<file path="src/rtl/bp_burst_cmd_store_fwd_pkg.sv">
// Shared definitions for the burst mem_cmd store-and-forward stage:
// FSM state encoding and the header-size to beat-count helper.
package bp_burst_cmd_store_fwd_pkg;

  typedef enum logic [1:0] {
    e_ready,
    e_collect,
    e_send_hdr,
    e_send_data
  } state_e;

  // Number of data beats carried by a payload message of 2**size bytes.
  // Sub-beat sizes still occupy one beat; oversize requests clamp to the buffer depth.
  function automatic int unsigned size_to_beats(input logic [2:0] size,
                                                input int unsigned data_width,
                                                input int unsigned max_beats);
    int unsigned n;
    n = (32'd8 << size) / data_width;
    if (n == 0) n = 1;
    if (n > max_beats) n = max_beats;
    return n;
  endfunction

endpackage

</file>
<file path="src/rtl/bp_burst_beat_buffer.sv">
// Flop-based beat buffer: els_p entries of data_width_p bits, one write port,
// one asynchronous read port. Contents are not reset; the control logic only
// reads entries it has written for the current message.
//   clk_i     clock
//   w_v_i     write enable
//   w_addr_i  write index
//   w_data_i  write data
//   r_addr_i  read index
//   r_data_o  read data (combinational from the flops)
module bp_burst_beat_buffer #(
  parameter int unsigned data_width_p = 64,
  parameter int unsigned els_p        = 8,
  parameter int unsigned addr_width_p = 3
) (
  input  logic                    clk_i,
  input  logic                    w_v_i,
  input  logic [addr_width_p-1:0] w_addr_i,
  input  logic [data_width_p-1:0] w_data_i,
  input  logic [addr_width_p-1:0] r_addr_i,
  output logic [data_width_p-1:0] r_data_o
);

  logic [data_width_p-1:0] mem [els_p];

  always_ff @(posedge clk_i) begin
    if (w_v_i) mem[w_addr_i] <= w_data_i;
  end

  assign r_data_o = mem[r_addr_i];

endmodule

</file>
<file path="src/rtl/bp_burst_cmd_store_fwd.sv">
// Store-and-forward stage for burst mem_cmd messages (header + data beats).
// A header is held until all of its beats are buffered, then header and beats
// are replayed back-to-back. One message in flight at a time.
//   clk_i / reset_n_i                  clock, async active-low reset
//   hdr_i, hdr_v_i, hdr_ready_and_o    incoming header (valid/ready)
//   data_i, data_v_i, data_ready_and_o incoming data beats
//   hdr_o, hdr_v_o, hdr_ready_and_i    forwarded header (registered)
//   data_o, data_v_o, data_ready_and_i forwarded beats from the buffer
//   busy_o                             a message is held (state != READY)
module bp_burst_cmd_store_fwd
  import bp_burst_cmd_store_fwd_pkg::*;
#(
  parameter int unsigned  data_width_p   = 64,
  parameter int unsigned  block_width_p  = 512,
  parameter int unsigned  header_width_p = 64,
  parameter int unsigned  msg_type_lsb_p = 0,
  parameter int unsigned  size_lsb_p     = 4,
  parameter logic [15:0]  payload_mask_p = 16'h0002
) (
  input  logic                      clk_i,
  input  logic                      reset_n_i,
  input  logic [header_width_p-1:0] hdr_i,
  input  logic                      hdr_v_i,
  output logic                      hdr_ready_and_o,
  input  logic [data_width_p-1:0]   data_i,
  input  logic                      data_v_i,
  output logic                      data_ready_and_o,
  output logic [header_width_p-1:0] hdr_o,
  output logic                      hdr_v_o,
  input  logic                      hdr_ready_and_i,
  output logic [data_width_p-1:0]   data_o,
  output logic                      data_v_o,
  input  logic                      data_ready_and_i,
  output logic                      busy_o
);

  localparam int unsigned max_beats_lp  = block_width_p / data_width_p;
  localparam int unsigned addr_width_lp = (max_beats_lp > 1) ? $clog2(max_beats_lp) : 1;
  localparam int unsigned cnt_width_lp  = $clog2(max_beats_lp) + 1;

  state_e                  state;
  logic [cnt_width_lp-1:0] beats_r, wr_cnt, rd_cnt;
  logic [cnt_width_lp-1:0] beats_n, last_idx;
  logic [3:0]              msg_type;
  logic [2:0]              size;
  logic                    has_payload;
  logic                    wr_v;

  assign msg_type    = hdr_i[msg_type_lsb_p +: 4];
  assign size        = hdr_i[size_lsb_p +: 3];
  assign has_payload = payload_mask_p[msg_type];
  assign beats_n     = has_payload
                     ? cnt_width_lp'(size_to_beats(size, data_width_p, max_beats_lp))
                     : '0;
  assign last_idx    = beats_r - cnt_width_lp'(1);

  // data_ready_and_o is only high in COLLECT, so this is the input beat handshake.
  assign wr_v = data_v_i & data_ready_and_o;

  bp_burst_beat_buffer #(
    .data_width_p (data_width_p),
    .els_p        (max_beats_lp),
    .addr_width_p (addr_width_lp)
  ) beat_buffer (
    .clk_i    (clk_i),
    .w_v_i    (wr_v),
    .w_addr_i (wr_cnt[addr_width_lp-1:0]),
    .w_data_i (data_i),
    .r_addr_i (rd_cnt[addr_width_lp-1:0]),
    .r_data_o (data_o)
  );

  // Handshake and valid outputs are registered alongside the state so each
  // one is a direct decode of the state being entered.
  always_ff @(posedge clk_i or negedge reset_n_i) begin
    if (!reset_n_i) begin
      state            <= e_ready;
      hdr_ready_and_o  <= 1'b1;
      data_ready_and_o <= 1'b0;
      hdr_v_o          <= 1'b0;
      data_v_o         <= 1'b0;
      busy_o           <= 1'b0;
      hdr_o            <= '0;
      beats_r          <= '0;
      wr_cnt           <= '0;
      rd_cnt           <= '0;
    end else begin
      case (state)
        e_ready: begin
          if (hdr_v_i) begin
            hdr_o           <= hdr_i;
            beats_r         <= beats_n;
            wr_cnt          <= '0;
            rd_cnt          <= '0;
            hdr_ready_and_o <= 1'b0;
            busy_o          <= 1'b1;
            if (beats_n == '0) begin
              state   <= e_send_hdr;
              hdr_v_o <= 1'b1;
            end else begin
              state            <= e_collect;
              data_ready_and_o <= 1'b1;
            end
          end
        end
        e_collect: begin
          if (data_v_i) begin
            if (wr_cnt == last_idx) begin
              state            <= e_send_hdr;
              data_ready_and_o <= 1'b0;
              hdr_v_o          <= 1'b1;
            end else begin
              wr_cnt <= wr_cnt + cnt_width_lp'(1);
            end
          end
        end
        e_send_hdr: begin
          if (hdr_ready_and_i) begin
            hdr_v_o <= 1'b0;
            if (beats_r == '0) begin
              state           <= e_ready;
              hdr_ready_and_o <= 1'b1;
              busy_o          <= 1'b0;
              wr_cnt          <= '0;
              rd_cnt          <= '0;
            end else begin
              state    <= e_send_data;
              data_v_o <= 1'b1;
            end
          end
        end
        e_send_data: begin
          if (data_ready_and_i) begin
            if (rd_cnt == last_idx) begin
              state           <= e_ready;
              data_v_o        <= 1'b0;
              hdr_ready_and_o <= 1'b1;
              busy_o          <= 1'b0;
              wr_cnt          <= '0;
              rd_cnt          <= '0;
            end else begin
              rd_cnt <= rd_cnt + cnt_width_lp'(1);
            end
          end
        end
        default: begin
          state            <= e_ready;
          hdr_ready_and_o  <= 1'b1;
          data_ready_and_o <= 1'b0;
          hdr_v_o          <= 1'b0;
          data_v_o         <= 1'b0;
          busy_o           <= 1'b0;
        end
      endcase
    end
  end

endmodule
</file>
<file path="config.mk">
export PLATFORM = sky130hd
export DESIGN_NAME = bp_burst_cmd_store_fwd
export DESIGN_NICKNAME = d
export VERILOG_FILES = /design/src/rtl/bp_burst_cmd_store_fwd_pkg.sv /design/src/rtl/bp_burst_beat_buffer.sv /design/src/rtl/bp_burst_cmd_store_fwd.sv
export SDC_FILE = /design/constraint.sdc
export NUM_CORES = 1
export LEC_CHECK = 0
export ABC_AREA = 1
export ABC_CLOCK_PERIOD_IN_PS = 7900
export CAP_MARGIN = 10
export CORE_MARGIN = 10
export CORE_UTILIZATION = 30
export CTS_CLUSTER_SIZE = 10
export DETAILED_ROUTE_END_ITERATION = 16
export PLACE_DENSITY_LB_ADDON = 0.08
export SYNTH_ARGS = -nofsm -noshare
export SYNTH_HDL_FRONTEND = slang
export SYNTH_SLANG_ARGS = --single-unit
</file>
<file path="constraint.sdc">
create_clock -name clk_i -period 7.9 [get_ports clk_i]
set_input_delay 1.58 -clock clk_i [delete_from_list [all_inputs] [get_ports clk_i]]
set_output_delay 1.58 -clock clk_i [all_outputs]
set_load 0.01 [all_outputs]
</file>
==> impl_metrics.tcl <==
set metrics [dict create \
    setup_viol 0 \
    p_per_area_mw_per_mm2 358 \
    crit_arrival_ns 3.84 \
    worstMarginPinSlew_ns 1.15 \
    swShare_pct 32.9 \
    syn_inst 1901 \
    finalCoreUtilization_pct 37.8 \
    ys_ff_latch 595 \
    pwr-share-clk_pct 29.3 \
    start_util_pct 30.2 \
    cts_buffers 73 \
    synth-warning-count 0 \
    clock_skew_ns 0.0171 \
    holdWs_ns 0.466 \
    clock-sinks 595 \
    fp.dieW_um 299 \
    yosysUniqueCellTypes 32 \
    die_h_um 299 \
    p_int_w 0.00699 \
    yosysTopAreaCellShare_pct 66.0 \
    p_seq_share_pct 37.8 \
    synth_edf_count 512 \
    grt_use_total_pct 14.8 \
    cpPeakStageDelay_ns 0.68 \
    crit_path_start "rd_cnt[1]$_DFFE_PN0P_" \
    htreeDepth 3 \
    min_period_over_period_pct 68.6 \
    gp_routability_congestion 0.745 \
    first_pass_iters 5 \
    cts.path.max_buffers 3 \
    die_area_mm2 0.0891 \
    antenna_found_initial 9 \
    p_comb_share_pct 32.9 \
    worstSkewPairLatency_ns 0.59 \
    post-synth-top-area-cell "edfxtp_1" \
    end_kind "primary output" \
    drtIter0Drc 875 \
    relSlewSlack_pct 23.1 \
    cts_repair_resize_count 0 \
    cp_slowest_cell "dfrtp_4" \
    wire_per_inst_um 21.0 \
    power.net_switching_w 0.00343 \
    tns_ns 0 \
    hold_path.class "flip-flop to flip-flop" \
    irDropWorstVdd_uv 167 \
    area_delta_synth_final_pct 25.2 \
    r2r_start "rd_cnt[0]$_DFFE_PN0P_" \
    portBuffers 266 \
    drive_above_1_share_pct 6.31 \
    root_buffer "clkbuf_16" \
    start_kind "flip-flop" \
    fp-row-count 102 \
    grt_max_degree 156 \
    p_total_w 0.0104 \
    synth_nets 2039 \
    grt_pass1_vias 15361 \
    fillCellCount 7510 \
    slew_violations 0 \
    dominantRegCellSynth "edfxtp_1" \
    cts_tree "yes" \
    hold_start "hdr_o[24]$_DFFE_PN0P_" \
    status "completed" \
    cp.required_ns 6.32 \
    coreArea_mm2 0.0772 \
    fmax_mhz 184 \
    synthesis.area_mm2 0.0233 \
    leakage_nw 10.2 \
    routed_via_density 4.69 \
    io_pins 267 \
    cts_setup_buffers 0 \
    grt-ovfl-total 0 \
    wl_mm 67.8 \
    vias 15150 \
    place.detailed.hpwl_mm 37.2 \
    drv_cap 0 \
    yosysSeqAreaShare_pct 75.0 \
    async_reset_ff_share_pct 13.9 \
    fin_nets 2293 \
    avgSynthCellArea_um2 12.2 \
    path_clk_slew_ns 0.06 \
    drc 0 \
    hold_viol 0 \
    crit_type "flip-flop to primary output" \
    grt_pass1_wl_mm 101 \
    cts_hold_buffers 0 \
    post_dp_cell_area_mm2 0.0270 \
    post-route-cell-area_mm2 0.0291 \
    synth_area_leaders "edfxtp_1, dfrtp_1, nor2_1, o21ai_0, nand2_1" \
    grt_setup_unrepaired "false" \
    crit_path_max_fanout 51 \
    path_cells "inv_4 -> buf_4 -> o21ai_0 -> o22ai_1 -> nor2_1 -> a31oi_1 -> clkdlybuf4s50_1" \
    ant_nets 0 \
    period_minus_slack_ns 5.42 \
]
-- cell usage after synthesis (5+ instances only) --
| cell type | count |
|---|---|
| dfrtp_1 | 82 |
| buf_1 | 8 |
| nand4_1 | 7 |
| o22ai_1 | 67 |
| nand3_1 | 19 |
| o21ai_0 | 261 |
| o21ai_1 | 5 |
| a31oi_1 | 64 |
| buf_2 | 29 |
| nand2_1 | 239 |
| buf_4 | 13 |
| edfxtp_1 | 512 |
| inv_1 | 30 |
| nor2_1 | 472 |
| xor2_1 | 5 |
| clkbuf_1 | 60 |
-- registers in the layout, indices dropped and copies added (netlist names) --
signal / cells
beat_buffer.mem: 512
hdr_v_o: 1
rd_cnt: 4
hdr_o: 64
wr_cnt: 4
hdr_ready_and_o: 1
state: 2
data_ready_and_o: 1
data_v_o: 1
beats_r: 4
busy_o: 1
-- final timing paths --
path / endpoint / slack [ns] / cells after the start
setup / recovery: data_o[7] / 2.48 / 7
hold / removal: hdr_o[24]$_DFFE_PN0P_ / 0.47 / 2
setup reg to reg: wr_cnt[2]$_DFFE_PN0P_ / 4.78 / 11
hold reg to reg: hdr_o[24]$_DFFE_PN0P_ / 0.47 / 2
max in group asynchronous: rd_cnt[1]$_DFFE_PN0P_ / 5.84 / 2
min in group asynchronous: hdr_o[40]$_DFFE_PN0P_ / 0.99 / 1
-- worst max-delay path, delay by kind of cell (launching register included) --
family                 cells  cell delay, ns
flip-flops                 1            0.68
buffers and inverters      3            1.75
AO/OA/AOI/OAI              3            0.70
AND/OR/NAND/NOR            1            0.06
-- per-layer routing --
metal  up-vias  global-route usage, %  wire [µm]
met5         -                      0         54
met4         8                   5.52       2060
met3       113                   2.84       2520
met2       281                   24.9      33000
met1      7514                   18.8      30200
li1       7234                      -          -
-- cells by family after synthesis --
logic type / synth area share, %
adder cells (fa/ha/maj): 0.215
AND/OR/NAND/NOR: 12.4
XOR/XNOR: 0.226
AO/OA/AOI/OAI: 9.34
buffers and inverters: 2.82
flip-flops: 75.0
-- power by group through the flow --
stage                     logic, W  registers, W  clock network, W
after floorplan            0.00174       0.00404                 0
after global placement     0.00351       0.00400                 0
after detailed placement   0.00353       0.00400                 0
after CTS                  0.00354       0.00394           0.00315
after global routing       0.00381       0.00398           0.00328
final                      0.00343       0.00394           0.00305
-- placed cells by master, fill, tap and decap left out, types with 2 or more instances in the layout --
cell type / instances
a31oi_1: 64
buf_12: 2
buf_4: 25
clkbuf_1: 16
clkbuf_16: 76
clkbuf_8: 6
clkdlybuf4s50_1: 265
clkinv_1: 6
dfrtp_1: 80
dfrtp_4: 2
diode_2: 5
edfxtp_1: 512
ha_1: 4
inv_1: 28
inv_2: 2
inv_4: 2
inv_6: 2
nand2_1: 239
nand2_2: 2
nand3_1: 19
nand4_1: 7
nor2_1: 465
nor2_2: 2
nor2_4: 9
nor3_1: 2
o21ai_0: 261
o21ai_1: 5
o22ai_1: 67
xor2_1: 5
-- layout make-up --
type	instances	area [µm²]	share of cell area (%)
sequential	595	17500	59.9
multi-input combinational	1160	5230	18.0
timing repair buffer	292	2880	9.88
clock buffer	98	2040	7.01
tap	1040	1300	4.46
inverter	33	134	0.459
clock inverter	10	82.6	0.283
antenna	5	12.5	0.0429
-- per-stage QoR --
stage                     std cells  setup slack (ns)
after floorplan                1901              1.20
after global placement         3120              3.01
after detailed placement       3120              3.02
after CTS                      3228              2.37
after global routing           3233              2.16
final                          3233              2.48
No activity file was read; power rests on OpenSTA's default activity.
